<file path="config.mk">
export PLATFORM = sky130hd
export DESIGN_NAME = dual_issue_sched_flat
export DESIGN_NICKNAME = d
export VERILOG_FILES = /design/src/rtl/mips_pkg.sv /design/src/rtl/dual_issue_sched_if.sv /design/src/rtl/instr_reg_decode.sv /design/src/rtl/dual_issue_sched.sv /design/src/flat_wrapper.sv
export SDC_FILE = /design/constraint.sdc
export NUM_CORES = 1
export LEC_CHECK = 0
export ABC_CLOCK_PERIOD_IN_PS = 7000
export CAP_MARGIN = 40
export CORE_MARGIN = 2
export CORE_UTILIZATION = 39
export CTS_BUF_LIST = sky130_fd_sc_hd__clkbuf_4 sky130_fd_sc_hd__clkbuf_8
export DETAILED_ROUTE_END_ITERATION = 8
export PLACE_DENSITY = 0.85
export SETUP_SLACK_MARGIN = 0.05
export SLEW_MARGIN = 10
export SYNTH_ARGS = -nofsm -noshare
export SYNTH_HDL_FRONTEND = slang
export SYNTH_SLANG_ARGS = --single-unit
</file>
<file path="constraint.sdc">
create_clock -name clk -period 7 [get_ports clk]
set_input_delay 1.05 -clock clk [delete_from_list [all_inputs] [get_ports clk]]
set_output_delay 1.05 -clock clk [all_outputs]
set_load 0.02 [all_outputs]
</file>
<file path="src/rtl/mips_pkg.sv">
// Shared MIPS decode constants and scheduler state type.
// Used by the dual-issue scheduler and its register-field decoder.
package mips_pkg;

  localparam logic [5:0] OP_RTYPE = 6'h00;
  localparam logic [5:0] OP_J     = 6'h02;
  localparam logic [5:0] OP_JAL   = 6'h03;
  localparam logic [5:0] OP_BEQ   = 6'h04;
  localparam logic [5:0] OP_BNE   = 6'h05;
  localparam logic [5:0] OP_ADDI  = 6'h08;
  localparam logic [5:0] OP_SLTI  = 6'h0a;
  localparam logic [5:0] OP_ANDI  = 6'h0c;
  localparam logic [5:0] OP_ORI   = 6'h0d;
  localparam logic [5:0] OP_LW    = 6'h23;
  localparam logic [5:0] OP_SW    = 6'h2b;
  localparam logic [5:0] FN_JR    = 6'h08;

  typedef enum logic {
    FIRST  = 1'b0,
    SECOND = 1'b1
  } sched_state_t;

endpackage

</file>
<file path="src/rtl/dual_issue_sched_if.sv">
// Decode/execute bundle seen by the dual-issue scheduler.
// Counter signals exist only with DUAL_ISSUE_STATS_EN defined.
interface dual_issue_sched_if #(
  parameter int INSTR_W   = 32,
  parameter int REGADDR_W = 5
`ifdef DUAL_ISSUE_STATS_EN
  , parameter int CNT_W   = 32
`endif
);

  logic [INSTR_W-1:0]   instr_d_0;
  logic [INSTR_W-1:0]   instr_d_1;
  logic                 valid_d_0;
  logic                 valid_d_1;
  logic                 flush_d;
  logic                 memtoreg_e_0;
  logic                 memtoreg_e_1;
  logic [REGADDR_W-1:0] writereg_e_0;
  logic [REGADDR_W-1:0] writereg_e_1;
  logic                 issue_0;
  logic                 issue_1;
  logic                 hold_fd;
  logic                 split_q;
`ifdef DUAL_ISSUE_STATS_EN
  logic [CNT_W-1:0]     pair_cnt;
  logic [CNT_W-1:0]     split_cnt;
  logic [CNT_W-1:0]     stall_cnt;
`endif

  modport master (
    output instr_d_0, instr_d_1,
    output valid_d_0, valid_d_1, flush_d,
    output memtoreg_e_0, memtoreg_e_1,
    output writereg_e_0, writereg_e_1,
`ifdef DUAL_ISSUE_STATS_EN
    input  pair_cnt, split_cnt, stall_cnt,
`endif
    input  issue_0, issue_1, hold_fd, split_q
  );

  modport slave (
    input  instr_d_0, instr_d_1,
    input  valid_d_0, valid_d_1, flush_d,
    input  memtoreg_e_0, memtoreg_e_1,
    input  writereg_e_0, writereg_e_1,
`ifdef DUAL_ISSUE_STATS_EN
    output pair_cnt, split_cnt, stall_cnt,
`endif
    output issue_0, issue_1, hold_fd, split_q
  );

endinterface

</file>
<file path="src/rtl/instr_reg_decode.sv">
// Register-usage decode of one MIPS instruction.
// Sources/destination equal to $0 are reported as unused.
module instr_reg_decode
  import mips_pkg::*;
#(
  parameter int INSTR_W   = 32,
  parameter int REGADDR_W = 5
) (
  input  logic [INSTR_W-1:0]   instr,
  output logic [REGADDR_W-1:0] src_a,
  output logic [REGADDR_W-1:0] src_b,
  output logic [REGADDR_W-1:0] dst,
  output logic                 uses_a,
  output logic                 uses_b,
  output logic                 writes,
  output logic                 is_ctrl
);

  logic [5:0] op;
  logic [5:0] fn;
  logic [4:0] rs;
  logic [4:0] rt;
  logic [4:0] rd;
  logic       ra;
  logic       rb;
  logic       wr;
  logic       is_imm;
  logic       unused_bits;

  assign op = instr[31:26];
  assign rs = instr[25:21];
  assign rt = instr[20:16];
  assign rd = instr[15:11];
  assign fn = instr[5:0];
  assign unused_bits = ^instr[10:6];
  assign is_imm = (op == OP_ADDI) || (op == OP_ANDI)
               || (op == OP_ORI) || (op == OP_SLTI);

  always_comb begin
    src_a   = REGADDR_W'(rs);
    src_b   = REGADDR_W'(rt);
    dst     = '0;
    ra      = 1'b0;
    rb      = 1'b0;
    wr      = 1'b0;
    is_ctrl = 1'b0;
    unique case (1'b1)
      (op == OP_RTYPE && fn == FN_JR): begin
        ra      = 1'b1;
        is_ctrl = 1'b1;
      end
      (op == OP_RTYPE && fn != FN_JR): begin
        ra  = 1'b1;
        rb  = 1'b1;
        wr  = 1'b1;
        dst = REGADDR_W'(rd);
      end
      (op == OP_LW): begin
        ra  = 1'b1;
        wr  = 1'b1;
        dst = REGADDR_W'(rt);
      end
      (op == OP_SW): begin
        ra = 1'b1;
        rb = 1'b1;
      end
      (op == OP_BEQ || op == OP_BNE): begin
        ra      = 1'b1;
        rb      = 1'b1;
        is_ctrl = 1'b1;
      end
      is_imm: begin
        ra  = 1'b1;
        wr  = 1'b1;
        dst = REGADDR_W'(rt);
      end
      (op == OP_J): is_ctrl = 1'b1;
      (op == OP_JAL): begin
        wr      = 1'b1;
        dst     = REGADDR_W'(5'd31);
        is_ctrl = 1'b1;
      end
      default: ;
    endcase
  end

  assign uses_a = ra && (src_a != '0);
  assign uses_b = rb && (src_b != '0);
  assign writes = wr && (dst != '0);

endmodule

</file>
<file path="src/rtl/dual_issue_sched.sv">
// Two-lane issue scheduler: pair hazards, load-use stalls, split issue.
// Define DUAL_ISSUE_STATS_EN for pair/split/stall counters.
module dual_issue_sched
  import mips_pkg::*;
#(
  parameter int INSTR_W   = 32,
  parameter int REGADDR_W = 5
`ifdef DUAL_ISSUE_STATS_EN
  , parameter int CNT_W   = 32
`endif
) (
  input  logic              clk,
  input  logic              reset,
  dual_issue_sched_if.slave bus
);

  sched_state_t state_q;
  sched_state_t state_d;

  logic [REGADDR_W-1:0] a0, b0, d0;
  logic [REGADDR_W-1:0] a1, b1, d1;
  logic ua0, ub0, wr0, ctl0;
  logic ua1, ub1, wr1, ctl1;
  logic lu0, lu1, load_use, split;
  logic issue_0, issue_1, hold_fd;

  instr_reg_decode #(.INSTR_W(INSTR_W), .REGADDR_W(REGADDR_W)) u_dec0 (
    .instr(bus.instr_d_0), .src_a(a0), .src_b(b0), .dst(d0),
    .uses_a(ua0), .uses_b(ub0), .writes(wr0), .is_ctrl(ctl0)
  );

  instr_reg_decode #(.INSTR_W(INSTR_W), .REGADDR_W(REGADDR_W)) u_dec1 (
    .instr(bus.instr_d_1), .src_a(a1), .src_b(b1), .dst(d1),
    .uses_a(ua1), .uses_b(ub1), .writes(wr1), .is_ctrl(ctl1)
  );

  function automatic logic ld_hit(
    input logic                 u,
    input logic [REGADDR_W-1:0] s,
    input logic                 m0,
    input logic [REGADDR_W-1:0] w0,
    input logic                 m1,
    input logic [REGADDR_W-1:0] w1
  );
    return u && ((m0 && s == w0) || (m1 && s == w1));
  endfunction

  always_comb begin
    lu0 = ld_hit(ua0, a0, bus.memtoreg_e_0, bus.writereg_e_0,
                 bus.memtoreg_e_1, bus.writereg_e_1)
       || ld_hit(ub0, b0, bus.memtoreg_e_0, bus.writereg_e_0,
                 bus.memtoreg_e_1, bus.writereg_e_1);
    lu1 = ld_hit(ua1, a1, bus.memtoreg_e_0, bus.writereg_e_0,
                 bus.memtoreg_e_1, bus.writereg_e_1)
       || ld_hit(ub1, b1, bus.memtoreg_e_0, bus.writereg_e_0,
                 bus.memtoreg_e_1, bus.writereg_e_1);
  end

  // In SECOND lane 0 has already left decode, so only lane 1 can stall.
  assign load_use = (bus.valid_d_1 && lu1)
                 || (state_q == FIRST && bus.valid_d_0 && lu0);

  // A branch in lane 0 keeps lane 1 as its delay slot.
  assign split = (wr0 && ((ua1 && a1 == d0) || (ub1 && b1 == d0)))
              || (wr0 && wr1 && d0 == d1)
              || ctl1;

  always_comb begin
    issue_0 = 1'b0;
    issue_1 = 1'b0;
    hold_fd = 1'b0;
    state_d = state_q;
    if (bus.flush_d) begin
      state_d = FIRST;
    end else if (load_use) begin
      hold_fd = 1'b1;
    end else if (state_q == SECOND) begin
      issue_1 = 1'b1;
      state_d = FIRST;
    end else if (bus.valid_d_0 && bus.valid_d_1 && split) begin
      issue_0 = 1'b1;
      hold_fd = 1'b1;
      state_d = SECOND;
    end else begin
      issue_0 = bus.valid_d_0;
      issue_1 = bus.valid_d_1;
    end
  end

  always_ff @(posedge clk) begin
    if (reset) state_q <= FIRST;
    else       state_q <= state_d;
  end

  assign bus.issue_0 = issue_0;
  assign bus.issue_1 = issue_1;
  assign bus.hold_fd = hold_fd;
  assign bus.split_q = (state_q == SECOND);

`ifdef DUAL_ISSUE_STATS_EN
  logic [CNT_W-1:0] pair_cnt, split_cnt, stall_cnt;

  always_ff @(posedge clk) begin
    if (reset) begin
      pair_cnt  <= '0;
      split_cnt <= '0;
      stall_cnt <= '0;
    end else begin
      if (issue_0 && issue_1)
        pair_cnt <= pair_cnt + CNT_W'(1);
      if (state_q == FIRST && state_d == SECOND)
        split_cnt <= split_cnt + CNT_W'(1);
      if (load_use && !bus.flush_d)
        stall_cnt <= stall_cnt + CNT_W'(1);
    end
  end

  assign bus.pair_cnt  = pair_cnt;
  assign bus.split_cnt = split_cnt;
  assign bus.stall_cnt = stall_cnt;
`endif

endmodule
</file>
<file path="src/flat_wrapper.sv">
// flat-port wrapper written by rule: the top's interface ports become plain ports
module dual_issue_sched_flat import mips_pkg::*;
#(
  parameter int INSTR_W   = 32,
  parameter int REGADDR_W = 5

)
  (clk, reset, bus_instr_d_0, bus_instr_d_1, bus_valid_d_0, bus_valid_d_1, bus_flush_d, bus_memtoreg_e_0, bus_memtoreg_e_1, bus_writereg_e_0, bus_writereg_e_1, bus_issue_0, bus_issue_1, bus_hold_fd, bus_split_q);
  dual_issue_sched_if #(.INSTR_W(INSTR_W), .REGADDR_W(REGADDR_W)) bus_i ();
  input  logic clk;
  input  logic reset;
  input wire logic [$bits(bus_i.instr_d_0)-1:0] bus_instr_d_0;
  input wire logic [$bits(bus_i.instr_d_1)-1:0] bus_instr_d_1;
  input wire logic [$bits(bus_i.valid_d_0)-1:0] bus_valid_d_0;
  input wire logic [$bits(bus_i.valid_d_1)-1:0] bus_valid_d_1;
  input wire logic [$bits(bus_i.flush_d)-1:0] bus_flush_d;
  input wire logic [$bits(bus_i.memtoreg_e_0)-1:0] bus_memtoreg_e_0;
  input wire logic [$bits(bus_i.memtoreg_e_1)-1:0] bus_memtoreg_e_1;
  input wire logic [$bits(bus_i.writereg_e_0)-1:0] bus_writereg_e_0;
  input wire logic [$bits(bus_i.writereg_e_1)-1:0] bus_writereg_e_1;
  output wire logic [$bits(bus_i.issue_0)-1:0] bus_issue_0;
  output wire logic [$bits(bus_i.issue_1)-1:0] bus_issue_1;
  output wire logic [$bits(bus_i.hold_fd)-1:0] bus_hold_fd;
  output wire logic [$bits(bus_i.split_q)-1:0] bus_split_q;
  assign bus_i.instr_d_0 = bus_instr_d_0;
  assign bus_i.instr_d_1 = bus_instr_d_1;
  assign bus_i.valid_d_0 = bus_valid_d_0;
  assign bus_i.valid_d_1 = bus_valid_d_1;
  assign bus_i.flush_d = bus_flush_d;
  assign bus_i.memtoreg_e_0 = bus_memtoreg_e_0;
  assign bus_i.memtoreg_e_1 = bus_memtoreg_e_1;
  assign bus_i.writereg_e_0 = bus_writereg_e_0;
  assign bus_i.writereg_e_1 = bus_writereg_e_1;
  assign bus_issue_0 = bus_i.issue_0;
  assign bus_issue_1 = bus_i.issue_1;
  assign bus_hold_fd = bus_i.hold_fd;
  assign bus_split_q = bus_i.split_q;
  dual_issue_sched #(.INSTR_W(INSTR_W), .REGADDR_W(REGADDR_W)) u_core (.clk(clk), .reset(reset), .bus(bus_i));
endmodule
</file>
# Yosys cells after proc, flatten, opt, wreduce, memory -nomap -nowiden
# Cells that the tools add are included.
[word_totals]
output_inout_bits = 4
word_cells = 125
ff_bits = 1
[classes]
eq_ne = 34
reduce_logical = 68
bitwise_logic = 1
n_mux = 21
[ops]
columns = ["operator", "n"]
rows = [
  ["6-bit by 4-bit equality test with 1-bit output (second input constant)", 10],
  ["5-bit equality test", 11],
  ["1-bit logical AND", 32],
  ["5-bit case mux with 3 select lines", 2],
  ["5-bit nonzero test", 6],
  ["6-bit by 3-bit equality test with 1-bit output (second input constant)", 4],
  ["6-bit equality test (second input constant)", 4],
  ["1-bit 2-to-1 mux", 19],
  ["6-bit by 2-bit equality test with 1-bit output (second input constant)", 3],
  ["1-bit logical OR", 18],
  ["6-bit logical NOT", 2],
  ["6-bit by 4-bit != test with 1-bit output (second input constant)", 2],
  ["4-bit OR reduction", 3],
  ["6-bit OR reduction", 2],
  ["2-bit OR reduction", 3],
  ["3-bit OR reduction", 2],
  ["1-bit inverter", 1],
]

# Depth between registers and ports, before layout
[logic_depth]
depth_word = 17
mapped_depth = 10

# By module
# Synthesis repeated with hierarchy kept, for this count alone.
[hier_totals]
hier_cells = 200
hier_area_um2 = 1495.2
[by_module_without_submodules]
columns = ["mod", "cells_each", "instances", "area_each_um2", "seq_area_each_um2"]
rows = [
  ["dual_issue_sched", 108, 1, 824.5, 20.0],
  ["instr_reg_decode", 46, 2, 335.3, 0.0],
]

# Least setup slack after synthesis
# OpenSTA, ideal clock, no wires.
[synth_path]
kind = "in2out"
startpoint = "input port bus_instr_d_1[31]"
endpoint = "output port bus_hold_fd"
setup_slack_ps = 2616
arrival_time_ps = 3334
path_buffers = 1
stages = 9
t_required_ps = 5950
cell_sequence = "buf_6 > or3_4 > a2111oi_4 > o41ai_1 > a221o_1 > a2111oi_1 > a32o_2 > o21bai_1 > a21oi_1"
[synth_via]
elab_chain_len = 17
[synth_rtl]
columns = ["element", "line_no", "text"]
rows = [
  ["start, declared", "flat_wrapper.sv:13", "input wire logic [$bits(bus_i.instr_d_1)-1:0] bus_instr_d_1;"],
  ["6-bit by 4-bit equality test with 1-bit output", "instr_reg_decode.sv:36", "assign is_imm = (op == OP_ADDI) || (op == OP_ANDI)"],
  ["1-bit logical OR", "instr_reg_decode.sv:36", ""],
  ["1-bit logical OR (2 in a row)", "instr_reg_decode.sv:37", "|| (op == OP_ORI) || (op == OP_SLTI);"],
  ["2-bit OR reduction (no line) or 6-bit OR reduction (tied branches)", "-", ""],
  ["5-bit case mux with 3 select lines or 1-bit 2-to-1 mux (tied branches)", "instr_reg_decode.sv:47", "unique case (1'b1)"],
  ["5-bit nonzero test or 1-bit logical AND (tied branches)", "instr_reg_decode.sv:89, instr_reg_decode.sv:87", ""],
  ["1-bit logical AND (on tied branches)", "instr_reg_decode.sv:89, dual_issue_sched.sv:64", ""],
  ["1-bit logical AND or 1-bit logical OR (tied branches)", "dual_issue_sched.sv:65, dual_issue_sched.sv:64", ""],
  ["1-bit logical AND (on tied branches)", "dual_issue_sched.sv:65, dual_issue_sched.sv:64", ""],
  ["1-bit logical OR", "dual_issue_sched.sv:65", "|| (wr0 && wr1 && d0 == d1)"],
  ["1-bit logical OR", "dual_issue_sched.sv:66", "|| ctl1;"],
  ["1-bit logical AND", "dual_issue_sched.sv:80", "end else if (bus.valid_d_0 && bus.valid_d_1 && split) begin"],
  ["1-bit 2-to-1 mux", "dual_issue_sched.sv:80", ""],
  ["1-bit 2-to-1 mux", "dual_issue_sched.sv:77", "end else if (state_q == SECOND) begin"],
  ["1-bit 2-to-1 mux *", "dual_issue_sched.sv:75", "end else if (load_use) begin"],
  ["1-bit 2-to-1 mux *", "dual_issue_sched.sv:73", "if (bus.flush_d) begin"],
  ["end, declared", "flat_wrapper.sv:23", "output wire logic [$bits(bus_i.hold_fd)-1:0] bus_hold_fd;"],
]
# Every way passes the cells marked *; elsewhere a longest branch is shown, timed or not.

# Final worst setup path
[layout_path]
startpoint = "input port bus_instr_d_0[29]"
endpoint = "output port bus_hold_fd"
[layout_via]
elab_chain_len = 17
[layout_rtl]
columns = ["element", "line_no", "text"]
rows = [
  ["start, declared", "flat_wrapper.sv:12", "input wire logic [$bits(bus_i.instr_d_0)-1:0] bus_instr_d_0;"],
  ["6-bit by 4-bit equality test with 1-bit output", "instr_reg_decode.sv:36", ""],
  ["1-bit logical OR", "instr_reg_decode.sv:36", ""],
  ["1-bit logical OR (2 in a row)", "instr_reg_decode.sv:37", ""],
  ["2-bit OR reduction (no line)", "-", ""],
  ["5-bit case mux with 3 select lines", "instr_reg_decode.sv:47", ""],
  ["5-bit equality test or 5-bit nonzero test (tied branches)", "dual_issue_sched.sv:64, instr_reg_decode.sv:89", ""],
  ["1-bit logical AND (on tied branches)", "dual_issue_sched.sv:64, instr_reg_decode.sv:89", ""],
  ["1-bit logical OR or 1-bit logical AND (tied branches)", "dual_issue_sched.sv:64, dual_issue_sched.sv:65", ""],
  ["1-bit logical AND (on tied branches)", "dual_issue_sched.sv:64, dual_issue_sched.sv:65", ""],
  ["1-bit logical OR", "dual_issue_sched.sv:65", ""],
  ["1-bit logical OR", "dual_issue_sched.sv:66", ""],
  ["1-bit logical AND", "dual_issue_sched.sv:80", ""],
  ["1-bit 2-to-1 mux", "dual_issue_sched.sv:80", ""],
  ["1-bit 2-to-1 mux", "dual_issue_sched.sv:77", ""],
  ["1-bit 2-to-1 mux *", "dual_issue_sched.sv:75", ""],
  ["1-bit 2-to-1 mux *", "dual_issue_sched.sv:73", ""],
]
# Marks and branches as above.

==> results by group <==
STA
  – Slew @ Worst Pin: 0.818 ns
  – Slew headroom: 45.5%
  – Pins Over Slew Limit: 0
  – FMAX: 178 MHz
  – Post-route setup TNS: 0 ns
  – Hold violation count in the final report: 0
  – RSZ-0062 raised after global routing: no
  – Final Setup Violations: 0
  – Setup slack after layout: 1.37 ns
  – Final min period: 5.63 ns
  – Setup Skew: 0 ns
  – Final Cycle Share: 80.4%

Synthesis
  – Number of synthesized register bits: 1
  – Number of flops mapped to enable cells by yosys: 0
  – Register area share after synthesis: 1.52%
  – Avg Cell Area, Syn: 7.55 µm²
  – Cell with the most instances after synthesis: xor2_1
  – Asr flop ratio synth: 0%
  – Main synth FF type: dfxtp_1
  – Synthesized instance count: 175
  – Synth top cells by count: xor2_1, xnor2_1, nor2_1
  – Most area-consuming cells after synthesis: xor2_1, xnor2_1, a221oi_1
  – Synth Cell Area: 1320 µm²
  – Unique masters post-synth: 50
  – Yosys warnings: 0
  – Syn nets: 256
  – Leading area contributor after synthesis: xor2_1
  – Yosys top cell area share: 25.9%

Critical path
  – Crit Path Max Fanout: 6
  – Required time of the critical path: 5.95 ns
  – Setup CP Type: input pin to output port
  – Critical path arrival: 4.58 ns
  – Setup crit end kind: output port
  – Startpoint types: input pin

Clock tree
  – Latest clock arrival within the worst-skew pair: 0 ns
  – Cts hold-fix bufs: 0
  – Post-CTS setup buffers: 0
  – Clock Pin Slew Worst Setup and Hold Paths: 0 ns
  – Post-CTS Resized: 0

Routing
  – Vias per cell: 5.61
  – Initial drt markers: 66
  – First drt pass iteration count: 4
  – Final WL: 4260 µm
  – Avg WL per Cell: 14.7 µm
  – Routed vias: 1,627
  – Remaining DRCs: 0
  – Detail Route Antenna Nets: 0

Global route
  – Largest net degree at the start of global routing: 11
  – Vias in the first global route: 1,601
  – GRT Util Overall: 20.8%
  – GRT overflow: 0
  – First-pass GRT wire length: 6960 µm
  – Initial antenna violation count: 0

Power
  – Peak supply drop: 0.0000292 V
  – Pwr Density: 53.9 nW/µm²
  – Leak: 0.000702 µW

Run status
  – Status: completed

Floorplanning
  – Core Footprint: 3280 µm²
  – Die area: 3870 µm²
  – Initial Util: 40.2%
  – Row cnt: 21
  – I/O pin count: 85
  – Die H: 62.2 µm
  – Width of the chip: 62.2 µm

Flow run
  – Max-cap violations: 0

Placed design
  – DP Wirelength: 3660 µm
  – DP Worst Slack: 1.39 ns
  – Port Buf Inserts: 74
  – Placed Cells: 290
  – GPL Wtd Cong: 0.909

Layout
  – FILL cells: 288
  – Area of the multi-input gates: 1260 µm²
  – Max reg flops: 1
  – Area grow syn2layout: 58.4%
  – Nets: 327
  – Sequential cell area: 20.0 µm²
  – Fin cells: 290
  – Number of inserted diodes: 0
  – Share of cells above drive strength 1: 5.33%
  – Final Core Density: 63.7%

Min path
  – Min-Delay Path Class: flip-flop to flip-flop
[report_power, final]
| group | internal [µW] | switching, µW | total (µW) |
|---|---|---|---|
| clock | 0 | 0 | 0 |
| combinational | 60.6 | 46.3 | 107 |
| sequential | 5.85 | 0.0325 | 5.88 |
[critical path: stages]
cell,delay [ns]
clkdlybuf4s50_1,0.53
or3b_2,0.45
o32ai_1,0.38
a221oi_1,0.35
xor2_1,0.23
a2111oi_1,0.45
a32o_2,0.23
o21bai_1,0.07
a21oi_1,0.17
clkdlybuf4s50_1,0.65
[layout make-up]
type                            count  area share, %
Inverter                            3          0.538
Sequential cell                     1          0.956
Timing Repair Buffer               74           35.4
Multi-Input combinational cell    166           60.4
Tap cell                           46           2.75
[final timing paths]
kind	start	to	slack, ns	cells after the start
hold reg to reg	u_core.bus.split_q	u_core.bus.split_q	0.51	2
hold / removal	u_core.bus.split_q	u_core.bus.split_q	0.51	2
setup reg to reg	u_core.bus.split_q	u_core.bus.split_q	5.71	5
setup / recovery	bus_instr_d_0[29]	bus_hold_fd	1.37	10
[stage by stage]
step | instance area, µm² | total power (µW) | hold WS (ns)
final | 2090 | 113 | 0.510
after global routing | 2090 | 121 | 0.534
after CTS | 2090 | 112 | 0.506
after detailed placement | 2090 | 112 | 0.504
after global placement | 2090 | 110 | 0.502
after floorplan | 1320 | 50.8 | 0.577
[routing by layer]
metal	routed length, µm	vias to the layer above	track usage, %	share of wire [%]
li1	-	809	-	-
met5	0	-	0	0
met2	2190	65	39.9	51
met4	10	0	3.06	0.23
met3	269	2	1.63	6.3
met1	1790	751	25.5	42
[layout by cell type (no fill, tap or decap), drive strengths merged, types with 3 or more instances in the layout]
cell type      synthesis  final
nor2                  10     10
clkdlybuf4s50          0     74
o21ai                  7      7
xor2                  39     39
a2111oi                3      3
or4                    4      4
o221ai                 3      3
inv                    3      3
xnor2                 14     14
a221o                  3      3
nand2b                 3      3
a21oi                  4      4
nor4b                  3      3
nor2b                  7      7
nor4                   9      9
a221oi                 8      8
nor3                   4      4
nand2                  9      9
nand3                  7      7
[logic make-up (layout without fill, tap and decap cells)]
| family | after synthesis | count (layout) | synth area share [%] |
|---|---|---|---|
| simple gates | 70 | 70 | 31.5 |
| xor+xnor | 53 | 53 | 35.1 |
| compound gates | 42 | 42 | 28.1 |
| buf+inv | 8 | 77 | 2.84 |
| mux | 1 | 1 | 0.852 |
| flops | 1 | 1 | 1.52 |
No activity file was read; power rests on OpenSTA's default activity.
==> edit (same flow settings) <==
`REGADDR_W` is set to 5 in 4 places; all go to 7.
--- a/src/rtl/dual_issue_sched_if.sv
+++ b/src/rtl/dual_issue_sched_if.sv
@@ -4,3 +4,3 @@
   parameter int INSTR_W   = 32,
-  parameter int REGADDR_W = 5
+  parameter int REGADDR_W = 7
 `ifdef DUAL_ISSUE_STATS_EN
--- a/src/rtl/instr_reg_decode.sv
+++ b/src/rtl/instr_reg_decode.sv
@@ -6,3 +6,3 @@
   parameter int INSTR_W   = 32,
-  parameter int REGADDR_W = 5
+  parameter int REGADDR_W = 7
 ) (
--- a/src/rtl/dual_issue_sched.sv
+++ b/src/rtl/dual_issue_sched.sv
@@ -6,3 +6,3 @@
   parameter int INSTR_W   = 32,
-  parameter int REGADDR_W = 5
+  parameter int REGADDR_W = 7
 `ifdef DUAL_ISSUE_STATS_EN
--- a/src/flat_wrapper.sv
+++ b/src/flat_wrapper.sv
@@ -4,3 +4,3 @@
   parameter int INSTR_W   = 32,
-  parameter int REGADDR_W = 5
+  parameter int REGADDR_W = 7
 
Interface: changed (resized bus_writereg_e_0 and bus_writereg_e_1); port bits go from 85 to 89. The function was not compared with the original's and may differ.
==> edit against the unedited design <==
- area after synthesis is 3.5% lower
- sequential cell count stayed put
- cell area grew 0.30%
- power about the same
- wire length decreased by 3.4%
- synthesized cell count up 2.3%
- utilization up 4.5 points
- worst setup slack worse by 55 ps
- hold slack improved by 61 ps
- largest power group unchanged
- highest routed layer unchanged
==> edit: results (changes against the unedited design) <==
status:
  status: "completed"
placement:
  dpl.cell_count: 298  # +2.8%
  post-dp-hpwl_mm: 3.56  # -2.8%
  port_buffers: 78  # +5.4%
  gp_congestion: 0.871  # -4.3%
drt:
  vias: 1680  # +3.3%
  totalWireLength_mm: 4.12  # -3.4%
  vias_per_cell: 5.64  # +0.49%
  dr.pass1.iters: 4  # unchanged
  drt-initial-drc-count: 97  # +47%
synthesis:
  ys_seq_area_frac: 0.0157  # +0.000550
  ys_top_cells_by_count: "xor2_1, xnor2_1, nor2_1, nor3_1, nand4_1"
  ys_types: 44  # -12%
  ys_top_cells_by_area: "xor2_1, xnor2_1, nor2_1"
  syn_nets: 264  # +3.1%
  synth_cells: 179  # +2.3%
power:
  p_leak_nw: 0.708  # +0.79%
  ir_worst_vdd_v: 0.0000355  # +22%
  switchingPower_w: 0.0000452  # -2.6%
grt:
  grt_max_degree: 10  # -1
  grt_pass1_wl_mm: 6.76  # -2.8%
  grt_pass1_vias: 1517  # -5.2%
  track_usage: 0.227  # +0.0193
finish:
  largest_reg_flops: 1  # unchanged
  drive_above_1_share: 0.0118  # -0.0415
  nNetsFinal: 341  # +4.3%
critical_path:
  r2r_start: "u_core.bus.split_q"
  reg2reg_to: "u_core.bus.split_q"
  rrSetupSlack_ps: 5210  # -500 ps
  worstPathMaxFanout: 6  # unchanged
  arrival_ps: 4630  # +50 ps
cts:
  clkLatencyLatePin_ps: 0  # unchanged
  cts.reportedPaths.clkPinSlew_ps: 0  # unchanged
timing:
  worst_pin_slew_ps: 725  # -92.1 ps
  skew_ps: 0  # unchanged
hold_path:
  min_from: "u_core.bus.split_q"
  holdCritPathClass: "flip-flop to flip-flop"
==> edit: cell types whose count changed in the layout (fill, tap and decap cells not counted), sizes merged, moves of 6 or more <==
cell   change
nand4      +7
nor2       +7
xnor2      +7
nor3       +6
xor2       -6
==> edit: cells by family (layout without fill, tap and decap cells) <==
kind of cell,count (synthesis),in the layout,share of synthesized area
XOR/XNOR,54,54,0.371
buffers and inverters,7,82,0.0206
AND/OR/NAND/NOR,76,76,0.342
flip-flops,1,1,0.0157
multiplexers,2,2,0.0157
AO/OA/AOI/OAI,39,39,0.236
==> edit: power by group through the flow <==
| stage | registers, W | clock network [W] | logic, W |
|---|---|---|---|
| 4_1_cts | 0.00000588 | 0 | 0.000107 |
| 6_report | 0.00000588 | 0 | 0.000107 |
| 3_5_place_dp | 0.00000588 | 0 | 0.000106 |
| 3_3_place_gp | 0.00000588 | 0 | 0.000104 |
| 5_1_grt | 0.00000588 | 0 | 0.000116 |
| 2_1_floorplan | 0.00000591 | 0 | 0.0000427 |
==> edit: metrics by stage <==
stage	setup slack (ps)	util	hold slack, ps	cell area [sq um]	total power, W
after floorplan	2220	-	642	1270	0.0000486
after global placement	1310	0.682	574	2100	0.000110
after detailed placement	1290	0.682	586	2100	0.000112
after CTS	1280	0.682	581	2100	0.000113
after global routing	1080	0.682	634	2100	0.000122
final	1320	0.682	571	2100	0.000113
==> edit: critical path: stages <==
cell and delay [ps]:
clkdlybuf4s50_1 400, or4b_1 530, o311a_4 350, a221oi_1 640, xor2_1 190, nand4_1 100, or4_1 400, nand4_1 100
nor3_1 90, nor3_1 150, clkdlybuf4s50_1 620
==> edit: cell type report <==
| cell class | instances | area [sq um] |
|---|---|---|
| timing repair buffer | 78 | 781 |
| inverter | 4 | 15.0 |
| fill | 300 | 978 |
| sequential | 1 | 20.0 |
| multi-input combinational | 171 | 1230 |
| tap | 44 | 55.1 |
==> edit: layer usage <==
metal,global-route usage,vias to the layer above,wire (um)
li1,-,844,-
met1,0.316,759,1870
met2,0.400,75,1910
met3,0.0126,2,334
met4,0.0186,0,12
met5,0,-,0
==> edit: worst max-delay path by stage <==
stage | startpoint | to | cells after the start
5_1_grt | bus_instr_d_0[1] | bus_issue_1 | 11
3_3_place_gp | bus_instr_d_0[1] | bus_hold_fd | 11
4_1_cts | bus_instr_d_0[1] | bus_hold_fd | 11
6_report | bus_instr_d_0[1] | bus_hold_fd | 11
3_5_place_dp | bus_instr_d_0[1] | bus_hold_fd | 11
2_1_floorplan | bus_instr_d_0[1] | bus_hold_fd | 9
